[config.mk]
export PLATFORM = sky130hd
export DESIGN_NAME = nibble_serial_adder_flat
export DESIGN_NICKNAME = d
export VERILOG_FILES = /design/src/rtl/nibble_serial_adder_if.sv /design/src/rtl/nibble_serial_adder.sv /design/src/flat_wrapper.sv
export SDC_FILE = /design/constraint.sdc
export NUM_CORES = 1
export LEC_CHECK = 0
export BUFFER_PORTS_ARGS = -buffer_cell sky130_fd_sc_hd__buf_2
export CORE_MARGIN = 2
export CORE_UTILIZATION = 45
export DETAILED_ROUTE_END_ITERATION = 16
export PLACE_DENSITY = 0.76
export SLEW_MARGIN = 40
export SYNTH_ARGS = -nofsm -noshare
export SYNTH_HDL_FRONTEND = slang
export SYNTH_SLANG_ARGS = --single-unit
[constraint.sdc]
create_clock -name clk -period 3.63 [get_ports clk]
set_input_delay 0.5445 -clock clk [delete_from_list [all_inputs] [get_ports clk]]
set_output_delay 0.5445 -clock clk [all_outputs]
set_load 0.005 [all_outputs]
[src/rtl/nibble_serial_adder_if.sv]
// -----------------------------------------------------------------------------
// nibble_serial_adder_if
// Bundles the operand/request and result/status signals of
// nibble_serial_adder.
//   master : drives start, in_data1, in_data2 (and sub); observes busy, done,
//            out_data, cy
//   slave  : the adder side (inverse directions)
// Optional macro NIBBLE_SERIAL_ADDER_SUB_EN adds the 'sub' request bit.
// -----------------------------------------------------------------------------
interface nibble_serial_adder_if #(
  parameter int NIBBLES = 4
);
  localparam int W = 4 * NIBBLES;

  logic         start;
  logic [W-1:0] in_data1;
  logic [W-1:0] in_data2;
`ifdef NIBBLE_SERIAL_ADDER_SUB_EN
  logic         sub;
`endif
  logic         busy;
  logic         done;
  logic [W-1:0] out_data;
  logic         cy;

  modport master (
`ifdef NIBBLE_SERIAL_ADDER_SUB_EN
    output sub,
`endif
    output start, in_data1, in_data2,
    input  busy, done, out_data, cy
  );

  modport slave (
`ifdef NIBBLE_SERIAL_ADDER_SUB_EN
    input  sub,
`endif
    input  start, in_data1, in_data2,
    output busy, done, out_data, cy
  );
endinterface

[src/rtl/nibble_serial_adder.sv]
// -----------------------------------------------------------------------------
// nibble_serial_adder
// Wide adder built around the 4-bit adder4 block: operands are latched on an
// accepted start, then processed one nibble per clock (LSB nibble first) with
// the inter-nibble carry held in a register. The wide sum and final carry are
// published on the last nibble edge together with a one-cycle done pulse.
//   clk    : clock, rising edge
//   rst_n  : asynchronous active-low reset
//   bus    : nibble_serial_adder_if.slave
//            start/in_data1/in_data2[/sub] in, busy/done/out_data/cy out
// Parameter NIBBLES (2..16): operand width is 4*NIBBLES bits.
// Macro NIBBLE_SERIAL_ADDER_SUB_EN: adds bus.sub; sub=1 computes A + ~B + 1,
// and cy=1 then means no borrow.
// -----------------------------------------------------------------------------

module adder4 (
  input  logic [3:0] a,
  input  logic [3:0] b,
  output logic [3:0] s,
  output logic       cy
);
  assign {cy, s} = {1'b0, a} + {1'b0, b};
endmodule

module nibble_serial_adder #(
  parameter int NIBBLES = 4
) (
  input  logic                  clk,
  input  logic                  rst_n,
  nibble_serial_adder_if.slave  bus
);
  localparam int W  = 4 * NIBBLES;
  localparam int CW = $clog2(NIBBLES);

  typedef enum logic {
    IDLE = 1'b0,
    RUN  = 1'b1
  } state_t;

  state_t          state;
  state_t          state_nx;

  logic [CW-1:0]   cnt;
  logic            carry_reg;
  logic [W-1:0]    a_reg;
  logic [W-1:0]    b_reg;
  logic [W-1:0]    res_reg;
  logic [W-1:0]    res_nx;
  logic [W-1:0]    out_reg;
  logic            cy_reg;
  logic            done_reg;
  logic            sub_reg;
  logic            init_carry;

  logic            accept;
  logic            last;
  logic            busy_c;

  logic [3:0]      a_nib;
  logic [3:0]      b_nib;
  logic [3:0]      s1;
  logic [3:0]      s2;
  logic            cy1;
  logic            cy2;
  logic            nib_cy;

`ifdef NIBBLE_SERIAL_ADDER_SUB_EN
  assign init_carry = bus.sub;

  always_ff @(posedge clk or negedge rst_n) begin
    if (!rst_n) begin
      sub_reg <= 1'b0;
    end else if (accept) begin
      sub_reg <= bus.sub;
    end
  end
`else
  assign init_carry = 1'b0;
  assign sub_reg    = 1'b0;
`endif

  // State register
  always_ff @(posedge clk or negedge rst_n) begin
    if (!rst_n) begin
      state <= IDLE;
    end else begin
      state <= state_nx;
    end
  end

  // Next-state logic
  always_comb begin
    state_nx = state;
    case (state)
      IDLE: if (bus.start) state_nx = RUN;
      RUN:  if (cnt == CW'(NIBBLES - 1)) state_nx = IDLE;
      default: state_nx = IDLE;
    endcase
  end

  // Output / control decode
  always_comb begin
    busy_c = 1'b0;
    accept = 1'b0;
    last   = 1'b0;
    case (state)
      IDLE: accept = bus.start;
      RUN: begin
        busy_c = 1'b1;
        last   = (cnt == CW'(NIBBLES - 1));
      end
      default: ;
    endcase
  end

  // Select the current nibble pair; subtraction inverts the B nibble.
  always_comb begin
    a_nib = '0;
    b_nib = '0;
    for (int unsigned i = 0; i < NIBBLES; i++) begin
      if (cnt == CW'(i)) begin
        a_nib = a_reg[4*i +: 4];
        b_nib = b_reg[4*i +: 4];
      end
    end
    if (sub_reg) b_nib = ~b_nib;
  end

  adder4 u_stage1 (
    .a  (a_nib),
    .b  (b_nib),
    .s  (s1),
    .cy (cy1)
  );

  adder4 u_stage2 (
    .a  (s1),
    .b  ({3'b000, carry_reg}),
    .s  (s2),
    .cy (cy2)
  );

  // The two stage carries are mutually exclusive, so OR is the true carry.
  assign nib_cy = cy1 | cy2;

  // Result with the current nibble merged in; also feeds out_data on the
  // final edge so the last nibble is included without an extra cycle.
  always_comb begin
    res_nx = res_reg;
    for (int unsigned i = 0; i < NIBBLES; i++) begin
      if (cnt == CW'(i)) res_nx[4*i +: 4] = s2;
    end
  end

  // Datapath registers
  always_ff @(posedge clk or negedge rst_n) begin
    if (!rst_n) begin
      cnt       <= '0;
      carry_reg <= 1'b0;
      a_reg     <= '0;
      b_reg     <= '0;
      res_reg   <= '0;
      out_reg   <= '0;
      cy_reg    <= 1'b0;
      done_reg  <= 1'b0;
    end else begin
      done_reg <= last;
      if (accept) begin
        a_reg     <= bus.in_data1;
        b_reg     <= bus.in_data2;
        cnt       <= '0;
        carry_reg <= init_carry;
      end else if (busy_c) begin
        res_reg   <= res_nx;
        carry_reg <= nib_cy;
        cnt       <= last ? '0 : cnt + CW'(1);
        if (last) begin
          out_reg <= res_nx;
          cy_reg  <= nib_cy;
        end
      end
    end
  end

  assign bus.busy     = busy_c;
  assign bus.done     = done_reg;
  assign bus.out_data = out_reg;
  assign bus.cy       = cy_reg;

endmodule

[src/flat_wrapper.sv]
// flat-port wrapper written by rule: the top's interface ports become plain ports
module nibble_serial_adder_flat 
#(
  parameter int NIBBLES = 4
)
  (clk, rst_n, bus_start, bus_in_data1, bus_in_data2, bus_busy, bus_done, bus_out_data, bus_cy);
  nibble_serial_adder_if #(.NIBBLES(NIBBLES)) bus_i ();
  input  logic clk;
  input  logic rst_n;
  input wire logic [$bits(bus_i.start)-1:0] bus_start;
  input wire logic [$bits(bus_i.in_data1)-1:0] bus_in_data1;
  input wire logic [$bits(bus_i.in_data2)-1:0] bus_in_data2;
  output wire logic [$bits(bus_i.busy)-1:0] bus_busy;
  output wire logic [$bits(bus_i.done)-1:0] bus_done;
  output wire logic [$bits(bus_i.out_data)-1:0] bus_out_data;
  output wire logic [$bits(bus_i.cy)-1:0] bus_cy;
  assign bus_i.start = bus_start;
  assign bus_i.in_data1 = bus_in_data1;
  assign bus_i.in_data2 = bus_in_data2;
  assign bus_busy = bus_i.busy;
  assign bus_done = bus_i.done;
  assign bus_out_data = bus_i.out_data;
  assign bus_cy = bus_i.cy;
  nibble_serial_adder #(.NIBBLES(NIBBLES)) u_core (.clk(clk), .rst_n(rst_n), .bus(bus_i));
endmodule
==> flow_summary.toml <==
[placement]
pre_cts_ws_ns = 0.361
dp_hpwl_um = 4560
portBuffers = 53
routabilityCongestion = 0.799

[global_routing]
grt_overflow = 0
grtUsageTotal_pct = 17.5
grt_pass1_vias = 2032
antenna_found_initial = 0
grt_max_degree = 44
grt_pass1_wl_um = 10000

[sta]
finalCritPeriodShare_pct = 90.2
worst_pin_slew_ns = 0.525
max_freq_ghz = 0.305
worst_slew_margin_rel_pct = 65.0
hold_violations = 0
setup-tns-final_ns = 0
skew_ns = 0.00485
post-route-min-period_ns = 3.27
drv_slew = 0
rsz0062_at_grt = "no"
setup_viol = 0
fin_ws_ns = 0.356

[logic_synthesis]
syn_nets = 317
synth_top_cell_by_area = "dfrtp_1"
synth_area_mm2 = 0.00312
synthTopCellsByArea = "dfrtp_1 (53%), mux2_2 (9.4%), nand2_1 (5.4%)"
postSynthAreaPerCell_um2 = 11.5
synthTopCellsByCount = "dfrtp_1 (66), nand2_1 (45), mux2_2 (26), a21oi_1 (16), o21ai_0 (16)"
synth_cell_types = 34
synth_edf_count = 0
ys_seq_elements = 66
ys_seq_area_share_pct = 53.0
synth_top_area_share_pct = 53.0
ys_warn_count = 0
yosysMostFrequentCell = "dfrtp_1"
yosys_most_used_dff = "dfrtp_1"
ys_async_sr_fraction_pct = 100
syn_inst = 271

[route]
viasPerCell = 5.33
drc = 0
wl_per_cell_um = 14.9
first_pass_iters = 4
ant_nets = 0
num_vias = 2190
wirelength_um = 6110
drt_iter0_markers = 111

[setup_path]
critPathLaunchType = "flip-flop"
critPathRequiredTime_ns = 3.86
reg2reg_depth = 12
crit_arrival_ns = 3.50
crit_path_end_kind = "flip-flop"
path_max_fanout = 15
criticalPathCategory = "reg2reg"

[clocking]
postCtsHoldBufs = 0
cts_made_buffers = 9
cts_tree = "built"
clockRootBuffer = "clkbuf_8"
clk_pin_slew_ns = 0.07
htree_levels = 3
post_cts.repair.setup_buffers = 0
clockBufferDepth = 2
cts_resized = 0
clk-insertion-delay-late_ns = 0.34
numClockSinks = 66

[layout]
fin_nets = 372
fillers = 578
drive_above_1_share_pct = 32.0
diodes = 0
synthToLayoutAreaGrowth_pct = 18.0

[floorplan]
die_area_mm2 = 0.00760
dieWidth_um = 87.2
initial_core_util_pct = 46.1
core_mm2 = 0.00676
io_pins = 54
die_h_um = 87.2
num_rows = 30

[outcome]
status = "complete, no violations"

[run]
max-cap-violations = 0

[power_and_ir_drop]
p_leak_nw = 1.73
fin_total_pwr_mw = 4.14
ir_drop_mv = 0.541
powerDensity_mw_per_mm2 = 1130

[min_path]
hold_path.class = "in2async"
[layer usage]
metal | routed length [µm] | share of wire, % | global-route usage [%] | up-vias
met1 | 2850 | 47 | 24.8 | 1075
met3 | 274 | 4.5 | 5.40 | 9
li1 | - | - | - | 1060
met5 | 0 | 0 | 0 | -
met4 | 106 | 1.7 | 7.13 | 0
met2 | 2870 | 47 | 25.1 | 46
[report_power, final]
group	total (mW)	switching [mW]	internal, mW
registers	1.33	0.221	1.11
clock network	0.618	0.267	0.350
logic	2.19	1.19	0.997
total	4.14	1.68	2.45
[cells in the final DEF, fill, tap and decap left out, types with 2 or more instances in the layout]
| cell | synthesis | routed |
|---|---|---|
| mux2_1 | 13 | 13 |
| a21oi_1 | 16 | 16 |
| nand3b_1 | 6 | 6 |
| xnor2_1 | 3 | 3 |
| nand2_1 | 45 | 45 |
| nand2b_1 | 2 | 2 |
| buf_4 | 0 | 8 |
| nor2b_1 | 4 | 3 |
| mux2i_1 | 9 | 9 |
| mux2_2 | 26 | 26 |
| nor2_1 | 3 | 3 |
| clkinv_2 | 0 | 3 |
| a221oi_1 | 2 | 2 |
| o21ai_1 | 9 | 9 |
| dfrtp_1 | 66 | 66 |
| o31ai_1 | 2 | 2 |
| buf_2 | 5 | 52 |
| nor3b_1 | 3 | 3 |
| ha_1 | 10 | 10 |
| inv_1 | 3 | 3 |
| clkbuf_8 | 0 | 11 |
| a22o_1 | 2 | 2 |
| o21ai_0 | 16 | 16 |
| a21o_1 | 4 | 4 |
[worst max-delay path: stages (launching register included)]
cell	delay, ns
dfrtp_1	0.41
inv_1	0.09
ha_1	0.39
buf_4	0.24
nand2_1	0.06
a21oi_1	0.17
a21oi_1	0.05
o21ai_0	0.34
ha_1	0.30
a211o_1	0.34
a21o_1	0.22
a41o_1	0.27
mux2_2	0.27
[cell type report]
type,instances,area [µm²],area share [%]
Inverter,3,11.3,0.306
Timing Repair Buffer,60,320,8.71
Multi-Input combinational cell,186,1390,37.8
Tap cell,80,100,2.72
Clock inverter,5,52.6,1.43
Clock buffer,11,151,4.12
Sequential cell,66,1650,44.9
[stage by stage]
stage / std cells / utilization (%) / hold slack [ns] / cell area (µm²)
2_1_floorplan: 271 / - / 0.249 / 3120
3_3_place_gp: 395 / 51.4 / 0.459 / 3470
3_5_place_dp: 395 / 51.4 / 0.471 / 3470
4_1_cts: 411 / 54.4 / 0.184 / 3680
5_1_grt: 411 / 54.4 / 0.211 / 3680
6_report: 411 / 54.4 / 0.183 / 3680
[cell families after synthesis]
kind of cell | after synthesis | share of synthesized area, %
and+or+nand+nor | 66 | 9.92
xor gates and xnor gates | 4 | 1.12
buffers and inverters | 19 | 2.49
AOI/OAI and AO/OA | 57 | 11.8
muxes | 48 | 17.0
DFF | 66 | 53.0
adders and majority gates | 11 | 4.66
[worst paths after layout]
path / start / to / slack, ns
max: u_core.cnt[1]$_DFFE_PN0P_ / u_core.bus.cy$_DFFE_PN0P_ / 0.36
min: rst_n / u_core.bus.out_data[10]$_DFFE_PN0P_ / 0.18
max reg2reg: u_core.cnt[1]$_DFFE_PN0P_ / u_core.bus.cy$_DFFE_PN0P_ / 0.36
min reg2reg: u_core.bus.out_data[1]$_DFFE_PN0P_ / u_core.bus.out_data[1]$_DFFE_PN0P_ / 0.48
max in group asynchronous: rst_n / u_core.a_reg[14]$_DFFE_PN0P_ / 2.85
min in group clk: bus_in_data2[2] / u_core.b_reg[2]$_DFFE_PN0P_ / 0.41
No activity file was read; power rests on OpenSTA's default activity.
